==> src/rtl/mrc_scheduler.sv <==
// ============================================================================
// mrc_scheduler
// ----------------------------------------------------------------------------
// Round-robin scheduler that shares one multiply / square-root arithmetic unit
// between two requesters. A requester presents a complete operation (op select,
// operand A, operand B) and holds req_valid until it sees its req_accept pulse.
// The scheduler then drives the unit's start/load handshake, waits for the
// unit's ready pulse, and returns result/error to the owner with a done pulse.
//
// Parameters
//   WORD_LENGTH     operand width; result width is 2*WORD_LENGTH
//   TIMEOUT_CYCLES  watchdog limit per wait state (must be 1..255); only
//                   meaningful when MRC_SCHED_TIMEOUT_EN is defined
//
// Optional feature
//   MRC_SCHED_TIMEOUT_EN  when defined, an 8-bit watchdog aborts any of the
//                         WAIT_X / WAIT_Y / WAIT_RDY states after
//                         TIMEOUT_CYCLES cycles and completes the operation
//                         with result = 0 and result_error = 1.
//
// Ports
//   clk, reset              rising-edge clock, asynchronous active-high reset
//   req_valid[1:0]          per-requester request, held until accepted
//   req_op0 / req_op1       op select per requester: 0 = multiply, 1 = sqrt
//   req_a0/req_b0, req_a1/req_b1   operands A and B per requester
//   req_accept[1:0]         one-hot, one-cycle pulse: operands captured
//   done[1:0]               one-hot, one-cycle pulse to the owner
//   result, result_error    outcome, held from done until the next done
//   busy                    high from accept through done
//   mrc_start, mrc_load     start / load pulses to the unit
//   mrc_data, mrc_op        operand and op select to the unit
//   mrc_x, mrc_y            unit ready for first / second operand
//   mrc_ready, mrc_result,  unit result-valid pulse, result and error flag
//   mrc_error
// ============================================================================
module mrc_scheduler #(
    parameter int WORD_LENGTH    = 16,
    parameter int TIMEOUT_CYCLES = 255
) (
    input  logic                       clk,
    input  logic                       reset,
    input  logic [1:0]                 req_valid,
    input  logic                       req_op0,
    input  logic                       req_op1,
    input  logic [WORD_LENGTH-1:0]     req_a0,
    input  logic [WORD_LENGTH-1:0]     req_b0,
    input  logic [WORD_LENGTH-1:0]     req_a1,
    input  logic [WORD_LENGTH-1:0]     req_b1,
    output logic [1:0]                 req_accept,
    output logic [1:0]                 done,
    output logic [2*WORD_LENGTH-1:0]   result,
    output logic                       result_error,
    output logic                       busy,
    output logic                       mrc_start,
    output logic                       mrc_load,
    output logic [WORD_LENGTH-1:0]     mrc_data,
    output logic                       mrc_op,
    input  logic                       mrc_x,
    input  logic                       mrc_y,
    input  logic                       mrc_ready,
    input  logic [2*WORD_LENGTH-1:0]   mrc_result,
    input  logic                       mrc_error
);

    typedef enum logic [3:0] {
        IDLE,
        ACCEPT,
        START,
        WAIT_X,
        LOAD_X,
        WAIT_Y,
        LOAD_Y,
        WAIT_RDY,
        DONE
    } stateT;

    stateT                      state_q, state_d;
    logic                       grant_q, grant_d;
    logic                       pointer_q, pointer_d;
    logic                       op_q, op_d;
    logic [WORD_LENGTH-1:0]     operandA_q, operandA_d;
    logic [WORD_LENGTH-1:0]     operandB_q, operandB_d;
    logic [2*WORD_LENGTH-1:0]   result_q, result_d;
    logic                       resultError_q, resultError_d;
    logic                       timeoutHit;

`ifdef MRC_SCHED_TIMEOUT_EN
    localparam logic [7:0] TIMEOUT_LIMIT = 8'(TIMEOUT_CYCLES - 1);

    logic [7:0] watchdog_q, watchdog_d;
    logic       inWait;

    // The watchdog restarts from zero on every state change, so each wait
    // state gets its own full budget. It fires on the last counted cycle,
    // which makes the abort land after exactly TIMEOUT_CYCLES cycles.
    assign inWait     = (state_q == WAIT_X) || (state_q == WAIT_Y) ||
                        (state_q == WAIT_RDY);
    assign timeoutHit = inWait && (watchdog_q == TIMEOUT_LIMIT);

    always_comb begin
        watchdog_d = watchdog_q;
        if (state_d != state_q) begin
            watchdog_d = '0;
        end else if (inWait) begin
            watchdog_d = watchdog_q + 8'd1;
        end
    end

    always_ff @(posedge clk or posedge reset) begin
        if (reset) begin
            watchdog_q <= '0;
        end else begin
            watchdog_q <= watchdog_d;
        end
    end
`else
    // Without the watchdog the wait states simply wait for the unit.
    assign timeoutHit = 1'b0;
`endif

    // State and datapath registers. Everything clears on reset so that an
    // operation interrupted by reset leaves no trace and is not replayed.
    always_ff @(posedge clk or posedge reset) begin
        if (reset) begin
            state_q       <= IDLE;
            grant_q       <= 1'b0;
            pointer_q     <= 1'b0;
            op_q          <= 1'b0;
            operandA_q    <= '0;
            operandB_q    <= '0;
            result_q      <= '0;
            resultError_q <= 1'b0;
        end else begin
            state_q       <= state_d;
            grant_q       <= grant_d;
            pointer_q     <= pointer_d;
            op_q          <= op_d;
            operandA_q    <= operandA_d;
            operandB_q    <= operandB_d;
            result_q      <= result_d;
            resultError_q <= resultError_d;
        end
    end

    // Next-state and Moore outputs. The operands of the granted requester are
    // captured on the edge that leaves IDLE, so they are already stable in the
    // register during the ACCEPT cycle; the accept pulse then tells the
    // requester it may change its inputs or drop its request.
    always_comb begin
        logic pick;

        state_d       = state_q;
        grant_d       = grant_q;
        pointer_d     = pointer_q;
        op_d          = op_q;
        operandA_d    = operandA_q;
        operandB_d    = operandB_q;
        result_d      = result_q;
        resultError_d = resultError_q;
        pick          = 1'b0;

        req_accept    = 2'b00;
        done          = 2'b00;
        busy          = 1'b1;
        mrc_start     = 1'b0;
        mrc_load      = 1'b0;
        mrc_data      = '0;
        mrc_op        = op_q;

        case (state_q)
            IDLE: begin
                busy   = 1'b0;
                mrc_op = 1'b0;
                if (req_valid != 2'b00) begin
                    // Contention goes to the pointer side; a lone request is
                    // granted regardless of whose turn it is.
                    if (req_valid == 2'b11) begin
                        pick = pointer_q;
                    end else begin
                        pick = req_valid[1];
                    end
                    grant_d    = pick;
                    op_d       = pick ? req_op1 : req_op0;
                    operandA_d = pick ? req_a1  : req_a0;
                    operandB_d = pick ? req_b1  : req_b0;
                    state_d    = ACCEPT;
                end
            end

            ACCEPT: begin
                mrc_op              = 1'b0;
                req_accept[grant_q] = 1'b1;
                state_d             = START;
            end

            START: begin
                mrc_start = 1'b1;
                state_d   = WAIT_X;
            end

            WAIT_X: begin
                if (mrc_x) begin
                    state_d = LOAD_X;
                end else if (timeoutHit) begin
                    result_d      = '0;
                    resultError_d = 1'b1;
                    state_d       = DONE;
                end
            end

            LOAD_X: begin
                mrc_load = 1'b1;
                mrc_data = operandA_q;
                // Square root has a single operand and skips the Y phase.
                state_d  = op_q ? WAIT_RDY : WAIT_Y;
            end

            WAIT_Y: begin
                if (mrc_y) begin
                    state_d = LOAD_Y;
                end else if (timeoutHit) begin
                    result_d      = '0;
                    resultError_d = 1'b1;
                    state_d       = DONE;
                end
            end

            LOAD_Y: begin
                mrc_load = 1'b1;
                mrc_data = operandB_q;
                state_d  = WAIT_RDY;
            end

            WAIT_RDY: begin
                // A ready pulse in the same cycle as the watchdog expiring
                // still delivers the real result.
                if (mrc_ready) begin
                    result_d      = mrc_result;
                    resultError_d = mrc_error;
                    state_d       = DONE;
                end else if (timeoutHit) begin
                    result_d      = '0;
                    resultError_d = 1'b1;
                    state_d       = DONE;
                end
            end

            DONE: begin
                done[grant_q] = 1'b1;
                pointer_d     = ~grant_q;
                state_d       = IDLE;
            end

            default: begin
                busy    = 1'b0;
                mrc_op  = 1'b0;
                state_d = IDLE;
            end
        endcase
    end

    assign result       = result_q;
    assign result_error = resultError_q;

endmodule
==> config.mk <==
export PLATFORM = sky130hd
export DESIGN_NAME = mrc_scheduler
export DESIGN_NICKNAME = d
export VERILOG_FILES = /design/src/rtl/mrc_scheduler.sv
export SDC_FILE = /design/constraint.sdc
export NUM_CORES = 1
export LEC_CHECK = 0
export BUFFER_PORTS_ARGS = -buffer_cell sky130_fd_sc_hd__buf_2
export CAP_MARGIN = 20
export CORE_ASPECT_RATIO = 1.1
export CORE_UTILIZATION = 46
export DETAILED_ROUTE_END_ITERATION = 6
export PLACE_DENSITY = 0.8
export SLEW_MARGIN = 30
export SYNTH_ARGS = -nofsm -noshare
export SYNTH_HDL_FRONTEND = slang
export SYNTH_SLANG_ARGS = --single-unit
export TNS_END_PERCENT = 100
==> constraint.sdc <==
create_clock -name clk -period 2.7 [get_ports clk]
set_clock_uncertainty 0.2 [all_clocks]
set_input_delay 0.27 -clock clk [delete_from_list [all_inputs] [get_ports clk]]
set_output_delay 0.27 -clock clk [all_outputs]
set_load 0.01 [all_outputs]
# Word level (Yosys, flattened, before mapping)
# Cells that the tools add are included.
[word_totals]
reg_bits = 72
out_inout_bits = 57
word_cells = 54
[op_classes]
order_cmp = 2
eq_ne = 13
n_mux = 21
bitwise = 1
reduce_logical = 9
[ops]
columns = ["cell", "count"]
rows = [
  ["16-bit two-way mux", 2],
  ["16-bit one-hot mux with 2 select lines", 1],
  ["4-bit one-hot mux with 8 select lines", 1],
  ["4-bit by 3-bit == test with 1-bit output (second input constant)", 4],
  ["4-bit two-way mux", 4],
  ["1-bit two-way mux", 9],
  ["4-bit by 2-bit == test with 1-bit output (second input constant)", 2],
  ["2-bit inequality test (second input constant)", 4],
  ["8-bit OR reduction", 1],
  ["7-bit OR reduction", 1],
  ["2-bit two-way mux", 3],
  ["4-bit by 1-bit == test with 1-bit output (second input constant)", 1],
  ["4-bit == test (second input constant)", 1],
  ["4-bit zero test", 1],
  ["2-bit AND reduction", 2],
  ["4-bit AND reduction", 1],
  ["2-bit == test (second input constant)", 1],
  ["1-bit by 2-bit < comparator with 1-bit output (second input constant)", 1],
  ["2-bit nonzero test", 1],
  ["2-bit OR reduction", 1],
  ["1-bit demux with 1-bit select", 1],
  ["1-bit >= comparator (second input constant)", 1],
  ["1-bit logical AND", 1],
  ["1-bit NOT", 1],
]

# Longest topological paths before layout
# Gate-level depths: netlist (run 1).
[depth]
ltp_word = 5
depth_mapped = 6
mapped_depth_nobuf = 4

# Worst setup path before layout (run 1)
# Ideal clock, no wire load.
[synth_timing]
path_kind = "register -> register"
from = "register state_q[2]"
to = "register state_q[1]"
setup_ns = 0.125
arrival_ns = 1.728
setup_slack_ns = 0.647
path_stages_with_launch = 6
path_buffers = 1
period_less_slack_ns = 2.053
path_cell_list = "dfrtp_1 buf_6 or4_4 or3_1 o311a_1 mux2_4"
[synth_between]
elab_chain_cells = 3
word_cells_on_any_way = 14
classes_between = "11 x eq/ne; 1 x mux; 2 x reduce/logical"
[synth_lines]
columns = ["element", "line_no", "source"]
rows = [
  ["start, declared", "77", "stateT state_q, state_d;"],
  ["start signal, assigned", "134", "state_q <= state_d;"],
  ["4-bit by 3-bit == test with 1-bit output (tied with other cells)", "170", "case (state_q)"],
  ["2-bit inequality test (no source line)", "--", ""],
  ["4-bit AND reduction (no source line)", "--", ""],
]
# Several ways; a longest one is shown, not always the timed one.
# A chain may end at the register's enable or synchronous reset.

# Worst setup path in the final report (run 1)
[layout_timing]
from = "register state_q[3]"
to = "output port mrc_data[6]"
[layout_between]
elab_chain_cells = 2
word_cells_on_any_way = 3
classes_between = "2 x eq/ne; 1 x mux"
[layout_lines]
columns = ["element", "line_no", "source"]
rows = [
  ["4-bit by 3-bit == test with 1-bit output", "170", ""],
  ["16-bit one-hot mux with 2 select lines (*)", "170", ""],
  ["end, declared", "56", "output logic [WORD_LENGTH-1:0] mrc_data,"],
]
# Mark *: on every way between the ends. The rest lies on a longest branch, timed or not.

==> results of run 1 <==
Yosys cell counts, drive strengths merged:
cell type	count	share of area (%)
inv	5	0.56
o22ai	1	0.19
nor4b	1	0.26
or4	1	0.33
a211oi	2	0.45
nand2	3	0.33
nand3	1	0.15
dfrtp	72	54
clkbuf	6	0.67
mux2	34	11
a21oi	35	5.2
xnor2	1	0.26
and2	1	0.19
a311oi	1	0.26
nor3b	2	0.45
a21o	1	0.22
nand2b	2	0.37
nor2	57	6.4
o311a	1	0.30
nor3	4	0.60
or3	2	0.37
o21ai	2	0.30
mux2i	49	15
buf	16	2.5
logic make-up (layout without fill, tap and decap cells):
kind of cell	Yosys count	count (layout)	synth area share (%)
AOI/OAI and AO/OA	43	43	6.92
muxes	83	83	26.1
DFF	72	72	53.6
buffers and inverters	27	225	3.76
and+or+nand+nor	74	74	9.41
xor gates and xnor gates	1	1	0.260
state kept, by name, indices dropped and copies added (netlist names):
name          cells
result           32
operandA_q       16
operandB_q       16
state_q           4
grant_q           1
op_q              1
pointer_q         1
result_error      1
power groups by stage:
stage	logic, uW	clock network (uW)	registers, uW
after CTS	2100	980	1920
after global routing	2310	1030	2000
after global placement	2000	0	1910
after floorplan	1310	0	1970
after detailed placement	2060	0	1940
final	2100	966	1930
layout make-up:
type | instances | area, um2
repair buffers | 204 | 1240
multi-input cells | 201 | 1460
fillers | 573 | 2200
inverters | 5 | 18.8
clock buffers | 10 | 138
flip-flops and latches | 72 | 1800
well taps | 85 | 106
clock inverters | 6 | 91.3
per-layer routing:
| metal | GRT usage [%] | vias to the layer above |
|---|---|---|
| met3 | 3.60 | 34 |
| li1 | - | 1430 |
| met5 | 0 | - |
| met4 | 13.4 | 0 |
| met1 | 25.8 | 1381 |
| met2 | 41.6 | 93 |
per-stage QoR:
stage               utilization (%)  power, uW
floorplan                         -       3280
global placement               60.7       3910
detailed placement             60.7       4000
CTS                            68.8       5000
global route                   68.8       5340
finish                         68.8       5000
critical path, stage by stage, from the launching register on:
cell      delay (ps)
dfrtp_1          510
nand2b_1         240
nand2b_1         220
buf_4            220
nor2_1           140
buf_2            140
worst paths after layout:
path | from | endpoint | slack (ps) | cells past startpoint
max | state_q[3] | mrc_data[6] | 430 | 5
min | req_a1[5] | operandA_q[5] | 30 | 3
max reg2reg | state_q[3] | state_q[1] | 490 | 4
min reg2reg | result[7] | result[7] | 300 | 1
max in group asynchronous | reset | operandA_q[11] | 1230 | 4
min in group asynchronous | reset | result[26] | 410 | 3
==> impl_metrics.json, run 1 <==
{
  "status": "completed",
  "drv_cap": 0,
  "grt_setup_unrepaired": "no",
  "design_area_mm2": 0.00485,
  "top_layer_used": "met4",
  "synth-warning-count": 0,
  "met3_length_um": 290,
  "grt_use_total_pct": 23.1,
  "timing.hold.ws_ps": 31.8,
  "cts_tree": "built",
  "cts.clk_slew.worst_paths_ps": 80,
  "initialDrtViolationCount": 95,
  "p_comb_share_pct": 42.0,
  "critPathMaxFanout": 15,
  "period_share_pct": 84.1,
  "pre_cts_ws_ps": 517,
  "pwr-share-seq_pct": 38.6,
  "vias": 2938,
  "synth-seq-cells": 72,
  "layout.nets": 599,
  "core_area_mm2": 0.00705,
  "required_ps": 2230,
  "clockRootBuffer": "clkbuf_8",
  "areaGrowthSynthToFinish_pct": 44.2,
  "firstDrtPassIters": 4,
  "rows": 32,
  "via_per_inst": 5.04,
  "p_per_area_mw_per_mm2": 1030,
  "drv_slew": 0,
  "synth.distinct_cells": 27,
  "worstHoldPathType": "input pin to flop",
  "setup_viol": 0,
  "netSwitchingPower_uw": 1800,
  "grt_max_degree": 49,
  "leakagePower_uw": 0.00255,
  "numPortBuffers": 162,
  "io_pins": 163,
  "switching_share_pct": 36.0,
  "cts.sinks": 72,
  "fmax_ghz": 0.440,
  "grt_overflow_total": 0,
  "synth_cells": 300,
  "wl_met1_um": 3340,
  "netlist_area_mm2": 0.00336,
  "maxSlewHeadroom_pct": 52.5,
  "p_int_uw": 3200,
  "die_h_um": 91.7,
  "hpwl_um": 5680,
  "cp-end-kind": "primary output",
  "min_period_ps": 2270,
  "diodes": 0,
  "peakVddDrop_mv": 0.650,
  "cts_resized": 0,
  "floorplan.initialDensity_pct": 47.7,
  "criticalPathCategory": "flop to primary output",
  "synth_fp_nets": 406,
  "layout-drive-gt1-share_pct": 45.2,
  "clkPwrFrac_pct": 19.3,
  "wire_per_inst_um": 14.7,
  "cts_max_level": 3,
  "finalWeightedCongestion": 0.805,
  "ys_seq_area_share_pct": 53.6,
  "fin_cells": 583,
  "grt_pass1_wl_um": 13800,
  "antenna_found_initial": 0,
  "setup.worst_path.start_class": "flop",
  "cts_buffers": 9,
  "grt_pass1_vias": 3001,
  "dp_cells": 533,
  "die_area_mm2": 0.00766,
  "layout_common_cells": "buf_2, dfrtp_1, nor2_1",
  "wl_met2_um": 4580,
  "worst_pin_slew_ps": 711,
  "hold_violations": 0,
  "fin_ws_ps": 429,
  "layout_commonest_cell": "buf_2",
  "antenna_left": 0,
  "wirelength_um": 8570,
  "critPathArrivalTime_ps": 1800,
  "hold_buffers": 34,
  "dpl_cell_area_mm2": 0.00428,
  "drc": 0,
  "clk_latency_ps": 330,
  "post_cts_buffers": 0,
  "fin_tns_setup_ps": 0,
  "fp.dieW_um": 83.5,
  "cts_buffer_depth": 2,
  "postSynthAreaPerCell_um2": 11.2
}
(Power assumes the default switching activity.)
==> inputs of run 2 (changes only) <==
- ABC_AREA: unset -> 1
- CORE_UTILIZATION: 46 -> 42
- PLACE_DENSITY: 0.8 -> 0.77
- clock period: 2.7 -> 1.8 ns (I/O delays scaled with it)
==> impl_metrics.json, run 2 <==
{
  "fp.dieW_um": 87.9,
  "hpwl_um": 6630,
  "fillers": 411,
  "setup.worst_path.start_class": "flop",
  "fmax_ghz": 0.507,
  "cts_buffer_depth": 2,
  "ys_seq_area_share_pct": 52.8,
  "synth_area_leader_cell": "dfrtp_1",
  "path_cells": "buf_12 -> nor2_4 -> buf_6 -> nand2_4 -> nor2_4 -> buf_12 -> clkbuf_16 -> o21ai_2 -> o21ai_1",
  "largest_reg_flops": 32,
  "cts_tree": "built",
  "synth_fp_nets": 549,
  "initialDrtViolationCount": 455,
  "synth_edf_count": 0,
  "grt_use_total_pct": 33.9,
  "cts_buffers": 9,
  "layout_common_cells": "buf_2, nand2_1, dlygate4sd3_1",
  "synth.distinct_cells": 21,
  "leakagePower_uw": 0.00327,
  "status": "complete, but fails checks",
  "critPathMaxFanout": 7,
  "synth.most_common_cell": "nand2_1",
  "clockRootBuffer": "clkbuf_8",
  "drv_cap": 0,
  "fin_util_pct": 82.9,
  "pre_cts_ws_ps": 93.5,
  "rows": 34,
  "grt_overflow_total": 0,
  "layout_commonest_cell": "buf_2",
  "cpPeakStageDelay_ps": 460,
  "synth-warning-count": 0,
  "period_share_pct": 110,
  "grt_pass1_vias": 4473,
  "areaGrowthSynthToFinish_pct": 91.2,
  "grt_max_degree": 73,
  "setup_viol": 60,
  "required_ps": 1870,
  "dp_cells": 699,
  "antenna_left": 0,
  "synth_cells": 443,
  "finalWeightedCongestion": 0.900,
  "synth_top_area_share_pct": 52.8,
  "fin_ws_ps": -173,
  "min_period_ps": 1970,
  "critPathArrivalTime_ps": 2040,
  "wirelength_um": 17000,
  "layout.nets": 841,
  "layout-drive-gt1-share_pct": 41.5,
  "cts.sinks": 72,
  "p_per_area_mw_per_mm2": 1510,
  "drv_slew": 0,
  "die_area_mm2": 0.00849,
  "io_pins": 163,
  "vias": 4734,
  "floorplan.initialDensity_pct": 43.4,
  "hold_violations": 0,
  "maxSlewHeadroom_pct": 65.9,
  "core_area_mm2": 0.00787,
  "cp-end-kind": "flop",
  "wire_per_inst_um": 20.0,
  "numPortBuffers": 162,
  "worst_pin_slew_ps": 511,
  "async_reset_ff_share_pct": 100,
  "via_per_inst": 5.58,
  "synth_area_leaders": "dfrtp_1, nand2_1, o21ai_1",
  "postSynthAreaPerCell_um2": 7.70,
  "criticalPathCategory": "flop to flop",
  "grt_pass1_wl_um": 21500,
  "grt_setup_unrepaired": "yes",
  "synth_ff_type": "dfrtp_1",
  "synthTopCellsByCount": "nand2_1, dfrtp_1, o21ai_1, nor2_1, nand3_1",
  "antenna_found_initial": 3,
  "cp_slowest_cell": "dfrtp_2",
  "cts_max_level": 3,
  "finalPower_uw": 9850,
  "fin_cells": 849,
  "firstDrtPassIters": 5,
  "clk_latency_ps": 360,
  "violations": "negative setup slack",
  "worstHoldPathType": "input pin to flop",
  "drc": 0,
  "synth-seq-cells": 72,
  "netlist_area_mm2": 0.00341,
  "peakVddDrop_mv": 0.858,
  "cts.clk_slew.worst_paths_ps": 90,
  "die_h_um": 96.5,
  "timing.hold.ws_ps": 91.6
}
-- run 2: cell types whose count changed after synthesis, sizes merged, moves of 3 or more --
| cell | delta |
|---|---|
| nor2 | -5 |
| nand2 | +166 |
| buf | +5 |
| o21ai | +69 |
| mux2i | -49 |
| inv | +9 |
| mux2 | -34 |
| nor3 | -3 |
| nand3 | +34 |
| a21oi | -34 |
-- run 2: cell families (layout without fill, tap and decap cells) --
family          count (synthesis)  count (layout)  synth area share [%]
buf+inv                        39             336                  5.57
flops                          72              72                  52.8
compound gates                 74              74                  11.0
other cells                     0               1                     0
simple gates                  258             258                  30.6
-- run 2: power breakdown --
group | leakage, uW | switching, uW | internal [uW]
Clock | 0.000110 | 659 | 777
Sequential | 0.000894 | 641 | 2380
Combinational | 0.00227 | 3020 | 2380
Total | 0.00327 | 4320 | 5540
-- run 2: area by class of cell --
cell class | instances | area [um2] | area share [%]
tap | 108 | 135 | 2.07
inverter | 14 | 63.8 | 0.978
multi-input combinational | 332 | 1850 | 28.4
timing repair buffer | 306 | 2450 | 37.6
clock buffer | 10 | 128 | 1.96
clock inverter | 6 | 83.8 | 1.29
antenna | 1 | 2.50 | 0.0384
sequential | 72 | 1810 | 27.7
-- run 2: layer usage --
| metal | vias up | GRT usage (%) | wire [um] |
|---|---|---|---|
| met1 | 2214 | 38.1 | 5660 |
| met2 | 396 | 58.9 | 8690 |
| li1 | 2007 | - | - |
| met4 | 2 | 20.5 | 983 |
| met5 | - | 0 | 11 |
| met3 | 115 | 7.56 | 1630 |
-- run 2: timing repair --
action,4_1_cts,5_1_grt
pin swaps,8,38
hold endpoints to repair,138,0
setup buffers,16,10
endpoints found under the setup margin,23,55
hold buffers,100,0
gates cloned,4,6
resized for setup,28,108
-- run 2: metrics by stage --
step / area [um2] / setup TNS, ps
final: 6520 / -5610
after global routing: 6520 / -8510
after CTS: 5930 / -1030
after detailed placement: 4380 / 0
after global placement: 4380 / 0
after floorplan: 3420 / 0
-- run 2: final timing paths --
kind / startpoint / end / slack [ps] / cells past startpoint
setup / recovery: state_q[3] / operandA_q[3] / -170 / 9
hold / removal: mrc_ready / state_q[3] / 90 / 4
setup reg to reg: state_q[3] / operandA_q[3] / -170 / 9
hold reg to reg: result[3] / result[3] / 280 / 2
max in group asynchronous: reset / state_q[3] / 790 / 4
min in group asynchronous: reset / result[10] / 280 / 4
-- run 2: worst max-delay path: cells and delay by family (launching register included) --
family,cells,cell delay [ps]
DFF,1,460
and+or+nand+nor,3,340
AOI/OAI and AO/OA,2,260
buffers and inverters,4,630
==> inputs of run 3 (changes only) <==
- CORE_ASPECT_RATIO: 1.1 -> unset
- clock period: 1.8 -> 1.7 ns (I/O delays scaled with it)
==> impl_metrics.json, run 3 (same netlist as run 2, synthesis figures left out) <==
{
  "status": "complete, but fails checks",
  "violations": "negative setup slack",
  "rows": 32,
  "p_comb_share_pct": 53.0,
  "p_per_area_mw_per_mm2": 1490,
  "drc": 0,
  "firstDrtPassIters": 5,
  "hpwl_um": 6780,
  "grt_max_degree": 40,
  "initialDrtViolationCount": 370,
  "p_int_uw": 5230,
  "fin_cells": 838,
  "criticalPathCategory": "flop to primary output",
  "layout.nets": 837,
  "dp_cells": 700,
  "fmax_ghz": 0.501,
  "critPathArrivalTime_ps": 1620,
  "cts_buffers": 9,
  "antenna_left": 0,
  "clk_latency_ps": 340,
  "peakVddDrop_mv": 0.876,
  "grt_overflow_total": 0,
  "cts_max_level": 3,
  "period_share_pct": 117,
  "layout_common_cells": "nand2_1, buf_2, dlygate4sd3_1",
  "grtUsageMet1_pct": 35.2,
  "worst-path-stages": 5,
  "top_usage_layer": "met2",
  "fin_ws_ps": -294,
  "leakagePower_uw": 0.00319,
  "grt_use_total_pct": 30.4,
  "worstHoldPathType": "input pin to flop",
  "die_area_mm2": 0.00849,
  "gr-usage-met2_pct": 53.7,
  "floorplan.initialDensity_pct": 43.7,
  "netSwitchingPower_uw": 3860,
  "io_pins": 163,
  "cts.sinks": 72,
  "drv_slew": 0,
  "grt_pass1_wl_um": 20200,
  "clkPwrFrac_pct": 13.7,
  "design_area_mm2": 0.00609,
  "cpPeakStageDelay_ps": 480,
  "setup.worst_path.start_class": "flop",
  "vias": 4289,
  "cts_tree": "built",
  "worst-path-buf-inv": 2,
  "layout_commonest_cell": "nand2_1",
  "grt_setup_unrepaired": "yes",
  "cts.clk_slew.worst_paths_ps": 80,
  "wire_per_inst_um": 16.3,
  "path_cells": "nor2_4 -> clkbuf_16 -> nand3_1 -> nand2_1 -> buf_2",
  "finalPower_uw": 9090,
  "wirelength_um": 13700,
  "fp.dieW_um": 92.1,
  "met3_usage_pct": 6.30,
  "dpl_cell_area_mm2": 0.00439,
  "setup_viol": 58,
  "pwr-share-seq_pct": 33.3,
  "worstSetupStartpoint": "state_q[3]",
  "grt_pass1_vias": 4355,
  "cp_slowest_cell": "dfrtp_2",
  "antenna_found_initial": 0,
  "die_h_um": 92.1,
  "layout-drive-gt1-share_pct": 35.9,
  "numPortBuffers": 162,
  "switching_share_pct": 42.4,
  "r2r_cells": 10,
  "r2r-end": "operandB_q[7]",
  "largest_reg_flops": 32,
  "critPathCapture": "mrc_data[12]",
  "hold_violations": 0,
  "fin_tns_setup_ps": -10510,
  "min_period_ps": 1990,
  "cp-end-kind": "primary output",
  "pre_cts_ws_ps": -0.458,
  "timing.rr.start": "state_q[1]",
  "required_ps": 1330,
  "finalWeightedCongestion": 0.923,
  "diodes": 0,
  "cts_buffer_depth": 2,
  "worst_pin_slew_ps": 504,
  "critPathMaxFanout": 16,
  "drv_cap": 0,
  "reg2reg_slack_ps": -290,
  "cp_top_family": "flip-flops",
  "via_per_inst": 5.12,
  "maxSlewHeadroom_pct": 66.4,
  "areaGrowthSynthToFinish_pct": 78.5,
  "core_area_mm2": 0.00781,
  "clockRootBuffer": "clkbuf_8"
}
[run 3: changes by cell type in the layout (fill, tap and decap cells not counted), moves of 3 or more]
cell	previous run	this run
buf_2	154	158
inv_2	4	1
nand2_1	153	159
buf_12	11	5
nand3_4	14	1
o21ai_4	3	0
o21ai_1	42	56
nand3_1	10	25
buf_6	12	19
o21ai_2	22	7
inv_4	0	3
o21ai_0	4	8
buf_4	22	14
nand2_2	13	9
[run 3: what timing repair did]
item | CTS | global route
hold buffers | 100 | 0
endpoints found under the hold margin | 138 | 0
gates resized for setup | 23 | 59
pin swaps | 5 | 24
cloned | 1 | 5
setup buffers | 5 | 11
endpoints found under the setup margin | 33 | 72
[run 3: metal layers]
layer,routed length [um],vias up
li1,-,1994
met1,5060,1957
met2,6920,272
met3,1050,66
met4,635,0
met5,0,-
[run 3: worst min path at each step]
stage	start	end	slack [ps]	depth (start not counted)
global route	mrc_ready	state_q[3]	110	4
global placement	reset	result[12]	100	3
floorplan	mrc_result[0]	result[0]	80	2
finish	mrc_ready	state_q[3]	110	4
detailed placement	reset	result[14]	120	3
CTS	mrc_y	state_q[0]	80	6
[run 3: metrics by stage]
stage | hold WS [ps] | utilization [%]
global route | 114 | 78.0
finish | 111 | 78.0
detailed placement | 118 | 56.2
floorplan | 79.6 | -
global placement | 105 | 56.2
CTS | 84.7 | 72.7
[run 3: worst reg2reg max path, stage by stage (launching register included)]
cell,delay [ps]
dfrtp_1,420
nor2_4,210
buf_6,130
buf_6,80
buf_6,90
nand2_4,50
nor2_4,170
buf_4,160
buf_12,120
o21ai_1,90
o21ai_1,180
[run 3: power by group through the flow]
stage	clock (uW)	combinational (uW)	sequential, uW
2_1_floorplan	0	1980	3070
3_3_place_gp	0	3270	2940
3_5_place_dp	0	3370	2960
4_1_cts	1240	3790	2960
5_1_grt	1320	5200	3110
6_report	1240	4820	3030
[run 3: area by class of cell]
cell class | instances | area (um2)
inverter | 14 | 71.3
tap | 102 | 128
fill | 473 | 1720
timing repair buffer | 302 | 2340
multi-input combinational | 332 | 1580
clock buffer | 9 | 124
sequential | 72 | 1800
clock inverter | 7 | 47.5
